===== src/rtl/uart_tx_fifo_param.sv =====
// UART transmitter with integrated transmit FIFO.
// Runtime frame format: 5-9 data bits, parity, 1/2 stop bits, break.
module uart_tx_fifo_param #(
    parameter int FIFO_DEPTH = 16,
    parameter int LVL_W      = $clog2(FIFO_DEPTH) + 1
) (
    input  logic             CLK,
    input  logic             RESET,
    input  logic             TX_TICK,
    input  logic             WEN,
    input  logic [8:0]       WDATA,
    input  logic [3:0]       DATA_BITS,
    input  logic             PARITY_EN,
    input  logic             PARITY_ODD,
    input  logic             PARITY_STICK,
    input  logic             STOP2,
    input  logic             BREAK_REQ,
    output logic             TX,
    output logic             FULL,
    output logic             EMPTY,
    output logic [LVL_W-1:0] LEVEL,
    output logic             OVERFLOW,
    output logic             TX_DONE,
    output logic             TX_BUSY
);

    localparam int AW = $clog2(FIFO_DEPTH);

    typedef enum logic [2:0] {
        S_IDLE,
        S_START,
        S_DATA,
        S_PARITY,
        S_STOP1,
        S_STOP2,
        S_BREAK
    } state_t;

    state_t           state;
    state_t           state_nx;
    logic [8:0]       mem [FIFO_DEPTH];
    logic [AW-1:0]    wptr;
    logic [AW-1:0]    rptr;
    logic [LVL_W-1:0] level;
    logic             full;
    logic             empty;
    logic             wr_ok;
    logic             pop;
    logic             ovf_q;
    logic [8:0]       data_q;
    logic [3:0]       nbits_q;
    logic [3:0]       nbits_in;
    logic [3:0]       cnt;
    logic [3:0]       cnt_nx;
    logic             par_en_q;
    logic             par_odd_q;
    logic             par_stick_q;
    logic             stop2_q;
    logic             tx_q;
    logic             tx_nx;
    logic             done_q;
    logic             done_nx;
    logic             par_bit;
    logic             fin;

    // Full is judged before any same-cycle pop, so a write at full is lost.
    assign full  = (level == LVL_W'(FIFO_DEPTH));
    assign empty = (level == '0);
    assign wr_ok = WEN & ~full;

    // Out-of-range data widths clamp to the nearest legal width.
    always_comb begin
        nbits_in = DATA_BITS;
        if (DATA_BITS < 4'd5) begin
            nbits_in = 4'd5;
        end else if (DATA_BITS > 4'd9) begin
            nbits_in = 4'd9;
        end
    end

    // Parity over the active data bits of the frame in flight.
    always_comb begin
        par_bit = 1'b0;
        for (int i = 0; i < 9; i++) begin
            if (4'(i) < nbits_q) begin
                par_bit = par_bit ^ data_q[i];
            end
        end
        if (par_odd_q) begin
            par_bit = ~par_bit;
        end
        if (par_stick_q) begin
            par_bit = par_odd_q;
        end
    end

    // FIFO storage; contents need no reset since level gates all reads.
    always_ff @(posedge CLK) begin
        if (wr_ok) begin
            mem[wptr] <= WDATA;
        end
    end

    // FIFO pointers, occupancy and the overflow pulse.
    always_ff @(posedge CLK or posedge RESET) begin
        if (RESET) begin
            wptr  <= '0;
            rptr  <= '0;
            level <= '0;
            ovf_q <= 1'b0;
        end else begin
            if (wr_ok) begin
                wptr <= wptr + AW'(1);
            end
            if (pop) begin
                rptr <= rptr + AW'(1);
            end
            level <= level + LVL_W'(wr_ok) - LVL_W'(pop);
            ovf_q <= WEN & full;
        end
    end

    // Next state and next TX bit; everything moves only on a bit tick.
    always_comb begin
        state_nx = state;
        tx_nx    = tx_q;
        cnt_nx   = cnt;
        pop      = 1'b0;
        done_nx  = 1'b0;
        fin      = 1'b0;
        if (TX_TICK) begin
            unique case (state)
                S_IDLE: begin
                    if (BREAK_REQ) begin
                        state_nx = S_BREAK;
                        tx_nx    = 1'b0;
                    end else if (!empty) begin
                        pop      = 1'b1;
                        state_nx = S_START;
                        tx_nx    = 1'b0;
                    end
                end
                S_START: begin
                    tx_nx    = data_q[0];
                    cnt_nx   = '0;
                    state_nx = S_DATA;
                end
                S_DATA: begin
                    if (cnt == nbits_q - 4'd1) begin
                        if (par_en_q) begin
                            state_nx = S_PARITY;
                            tx_nx    = par_bit;
                        end else begin
                            state_nx = S_STOP1;
                            tx_nx    = 1'b1;
                        end
                    end else begin
                        cnt_nx = cnt + 4'd1;
                        tx_nx  = data_q[cnt_nx];
                    end
                end
                S_PARITY: begin
                    state_nx = S_STOP1;
                    tx_nx    = 1'b1;
                end
                S_STOP1: begin
                    if (stop2_q) begin
                        state_nx = S_STOP2;
                        tx_nx    = 1'b1;
                    end else begin
                        fin = 1'b1;
                    end
                end
                S_STOP2: begin
                    fin = 1'b1;
                end
                S_BREAK: begin
                    if (!BREAK_REQ) begin
                        state_nx = S_IDLE;
                        tx_nx    = 1'b1;
                    end
                end
                default: begin
                    state_nx = S_IDLE;
                    tx_nx    = 1'b1;
                end
            endcase
            if (fin) begin
                done_nx = 1'b1;
                if (BREAK_REQ) begin
                    state_nx = S_BREAK;
                    tx_nx    = 1'b0;
                end else if (!empty) begin
                    pop      = 1'b1;
                    state_nx = S_START;
                    tx_nx    = 1'b0;
                end else begin
                    state_nx = S_IDLE;
                    tx_nx    = 1'b1;
                end
            end
        end
    end

    // State, TX bit and frame config; config is captured at each pop.
    always_ff @(posedge CLK or posedge RESET) begin
        if (RESET) begin
            state       <= S_IDLE;
            tx_q        <= 1'b1;
            cnt         <= '0;
            done_q      <= 1'b0;
            data_q      <= '0;
            nbits_q     <= 4'd5;
            par_en_q    <= 1'b0;
            par_odd_q   <= 1'b0;
            par_stick_q <= 1'b0;
            stop2_q     <= 1'b0;
        end else begin
            state  <= state_nx;
            tx_q   <= tx_nx;
            cnt    <= cnt_nx;
            done_q <= done_nx;
            if (pop) begin
                data_q      <= mem[rptr];
                nbits_q     <= nbits_in;
                par_en_q    <= PARITY_EN;
                par_odd_q   <= PARITY_ODD;
                par_stick_q <= PARITY_STICK;
                stop2_q     <= STOP2;
            end
        end
    end

    assign TX       = tx_q;
    assign FULL     = full;
    assign EMPTY    = empty;
    assign LEVEL    = level;
    assign OVERFLOW = ovf_q;
    assign TX_DONE  = done_q;
    assign TX_BUSY  = (state != S_IDLE) | ~empty;

endmodule

===== config.mk =====
export PLATFORM = sky130hd
export DESIGN_NAME = uart_tx_fifo_param
export DESIGN_NICKNAME = d
export VERILOG_FILES = /design/src/rtl/uart_tx_fifo_param.sv
export SDC_FILE = /design/constraint.sdc
export NUM_CORES = 1
export LEC_CHECK = 0
export BUFFER_PORTS_ARGS = -buffer_cell sky130_fd_sc_hd__buf_2
export CAP_MARGIN = 25
export CORE_MARGIN = 2
export CORE_UTILIZATION = 60
export CTS_BUF_LIST = sky130_fd_sc_hd__clkbuf_4 sky130_fd_sc_hd__clkbuf_8 sky130_fd_sc_hd__clkbuf_16
export DETAILED_ROUTE_END_ITERATION = 8
export PLACE_DENSITY = 0.78
export SYNTH_ARGS = -nofsm -noshare
export SYNTH_HDL_FRONTEND = slang
export SYNTH_SLANG_ARGS = --single-unit

===== constraint.sdc =====
create_clock -name CLK -period 3.2 [get_ports CLK]
set_input_delay 0.32 -clock CLK [delete_from_list [all_inputs] [get_ports CLK]]
set_output_delay 0.32 -clock CLK [all_outputs]
set_load 0.01 [all_outputs]

==> results.toml <==
[sta]
rsz0062_at_grt = "no"
fin_crit_ns = 2.75
relSlewSlack = 0.379
hold_viol_final = 0
final.period_utilization = 0.860
clock.fmax_mhz = 363
clock-skew-final_ns = 0.0115
finalSetupTns_ns = 0
setup_viol = 0
finalMaxSlewViolations = 0
worstMarginPinSlew_ns = 0.929

[worst_setup_path]
arrival_ns = 3.06
reg2reg_to = "LEVEL[4]"
cp.required_ns = 3.51
r2r-start = "LEVEL[3]"
crit_path_end = "LEVEL[4]"
path_class = "reg -> reg"
cp-start-kind = "flop"
startpoint = "LEVEL[3]"
critPathMaxFanout = 6
endpoint_kind = "flop"
rr_worst_depth = 15
rrSetupSlack_ns = 0.45

[yosys]
yosys.area.top_type = "edfxtp_1"
synth_edf_count = 144
synth_fp_nets = 510
synth_seq_area_share = 0.666
netlist_area_um2 = 8000
synth-seq-cells = 184
async_flop_share = 0.217
yosysWarnings = 0
yosysUniqueCellTypes = 51
yosys-top-cells-area = "edfxtp_1 (54%), dfrtp_1 (12%), mux4_2 (11%)"
synthFlopType = "edfxtp_1"
yosysTopAreaCellShare = 0.540
syn_inst = 471
avgSynthCellArea_um2 = 17.0

[placed_design]
gp_congestion = 0.843
place_area_um2 = 8380
io_buffers = 32
dpl.hpwl_um = 9780

[global_routing]
grt_max_degree = 41
groute.usage.overall = 0.230
grt_pass1_vias = 4428
overflow = 0
grt_first_pass_wirelength_um = 24300
antenna_found_initial = 0

[status]
status = "completed"

[clock_network]
ctsResizeCount = 0
cts_tree = "yes"
insertion_delay_ns = 0.43
post_cts_buffers = 0
clock_tree.buffer_depth = 2
clk_pin_slew_ns = 0.07
cts_buffers = 17
cts_hold_buf = 0
cts.htree.levels = 4
ctsRootBufferMaster = "clkbuf_16"
clock_sinks = 184

[route]
drc = 0
vias_per_cell = 5.99
wl_per_cell_um = 21.2
drt_wl_total_um = 14900
drtAntennaViolNets = 0
dr.pass1.iters = 5
via_count = 4204
initialDrtViolationCount = 429

[pwr]
combPwrFrac = 0.328
p_clk_frac = 0.240
vdd_drop_max_v = 0.000504
p_sw_w = 0.00263
leakagePower_nw = 3.24
total_power_w = 0.00802
pwr-share-seq = 0.431
swShare = 0.327
power_density_nw_per_um2 = 899
internal-power_w = 0.00540

[floorplan]
die_y_um = 119
start_util = 0.609
die_w_um = 119
die_area_um2 = 14300
fp.coreArea_um2 = 13100
io_pins = 33
rows = 42

[final_layout]
nets = 553
drive_gt1_frac = 0.253
fin_area_um2 = 8930
area.growth.synth_to_final_pct = 11.6
fillers = 857
antennaDiodeCount = 0

[job]
maxCapViolCount = 0

[min_path]
hp-class = "in -> async"
through the flow:
step | cells | utilization | setup slack [ns] | hold WS [ns]
2_1_floorplan | 471 | - | 0.217 | 0.419
3_3_place_gp | 671 | 0.638 | 0.508 | 0.467
3_5_place_dp | 671 | 0.638 | 0.293 | 0.478
4_1_cts | 702 | 0.679 | 0.259 | 0.0273
5_1_grt | 702 | 0.679 | 0.165 | 0.0518
6_report | 702 | 0.679 | 0.447 | 0.0145
final cells by class:
| cell class | instances | area (µm²) | area share |
|---|---|---|---|
| repair buffers | 44 | 263 | 0.0294 |
| inverters | 26 | 97.6 | 0.0109 |
| clock buffers | 17 | 425 | 0.0477 |
| multi-input cells | 241 | 2480 | 0.277 |
| well taps | 176 | 220 | 0.0247 |
| flip-flops and latches | 184 | 5330 | 0.597 |
| clock inverters | 14 | 114 | 0.0128 |
worst min path at each step:
stage / to / slack, ns / cells past startpoint
2_1_floorplan: mem[0][0] / 0.42 / 0
6_report: wptr[1] / 0.01 / 3
3_5_place_dp: LEVEL[4] / 0.48 / 3
4_1_cts: wptr[1] / 0.03 / 3
5_1_grt: wptr[1] / 0.05 / 3
3_3_place_gp: LEVEL[4] / 0.47 / 3
metal layers:
layer / global-route usage / vias to the layer above / wire, µm
met5: 0 / - / 0
met4: 0.0728 / 0 / 229
met3: 0.0503 / 17 / 673
met2: 0.388 / 128 / 7800
met1: 0.303 / 2160 / 6170
li1: - / 1899 / -
flip-flops by register name, indices dropped and copies added, names as in the netlist:
signal,cells
wptr,4
TX,1
rptr,4
stop2_q,1
cnt,4
OVERFLOW,1
state,3
TX_DONE,1
nbits_q,4
LEVEL,5
mem,144
par_en_q,1
par_stick_q,1
data_q,9
par_odd_q,1
worst max-delay path, stage by stage, from the launching register on:
cell and delay [ns]:
dfrtp_1 0.40, inv_1 0.09, ha_1 0.17, nor4bb_2 0.38, nor2b_1 0.15, inv_2 0.17, ha_1 0.25, inv_1 0.05
ha_1 0.15, inv_1 0.05, fa_1 0.40, inv_1 0.07, a21oi_1 0.06, nor2_1 0.09, nor2_1 0.06, xnor2_1 0.11
power by group through the flow:
stage                     clock network, W  registers [W]  logic, W
after floorplan                          0        0.00327   0.00221
after global placement                   0        0.00346   0.00253
after detailed placement                 0        0.00350   0.00262
after CTS                          0.00196        0.00345   0.00265
after global routing               0.00206        0.00352   0.00288
final                              0.00193        0.00346   0.00264
synthesized netlist by cell type, drive strengths merged (2+ instances only):
cell     instances
a21o             4
a21oi           13
and2            11
and3             2
buf             12
clkbuf           8
dfrtp           37
dfstp            3
edfxtp         144
ha              16
inv             26
mux2            10
mux4            47
nand2           33
nand3            7
nand4            4
nor2            16
nor2b            7
nor3             4
nor4             4
nor4bb           2
o2111ai          2
o21a             2
o21ai           20
xnor2           12
xor2             7
cells by family after synthesis:
family | count (synthesis) | share of synthesized area
simple gates | 96 | 0.0610
flops | 184 | 0.666
mux | 58 | 0.156
xor+xnor | 20 | 0.0236
fa+ha+maj | 17 | 0.0275
compound gates | 50 | 0.0378
buf+inv | 46 | 0.0285
layout by cell type, fill, tap and decap left out, types with 2 or more instances in the layout:
cell type | Yosys | final
nand2_1 | 33 | 33
clkbuf_16 | 0 | 17
edfxtp_1 | 144 | 144
nor4_2 | 0 | 4
dfstp_2 | 3 | 3
dfrtp_1 | 37 | 36
a21oi_1 | 13 | 13
nor2_1 | 16 | 16
inv_1 | 23 | 23
ha_1 | 16 | 16
mux4_1 | 8 | 8
mux4_2 | 39 | 39
inv_2 | 3 | 3
clkinv_1 | 0 | 3
nor2b_1 | 7 | 7
nand3_1 | 7 | 7
a21o_1 | 4 | 4
inv_8 | 0 | 4
xnor2_1 | 12 | 12
inv_6 | 0 | 3
nand4_1 | 4 | 4
o21a_1 | 2 | 2
and3_1 | 2 | 2
buf_2 | 6 | 32
o21ai_1 | 9 | 9
mux2_4 | 9 | 9
clkinvlp_4 | 0 | 3
buf_4 | 0 | 11
o2111ai_1 | 2 | 2
nor3_1 | 4 | 4
and2_1 | 11 | 11
o21ai_0 | 11 | 11
xor2_1 | 7 | 7
No activity file was read; power rests on OpenSTA's default activity.
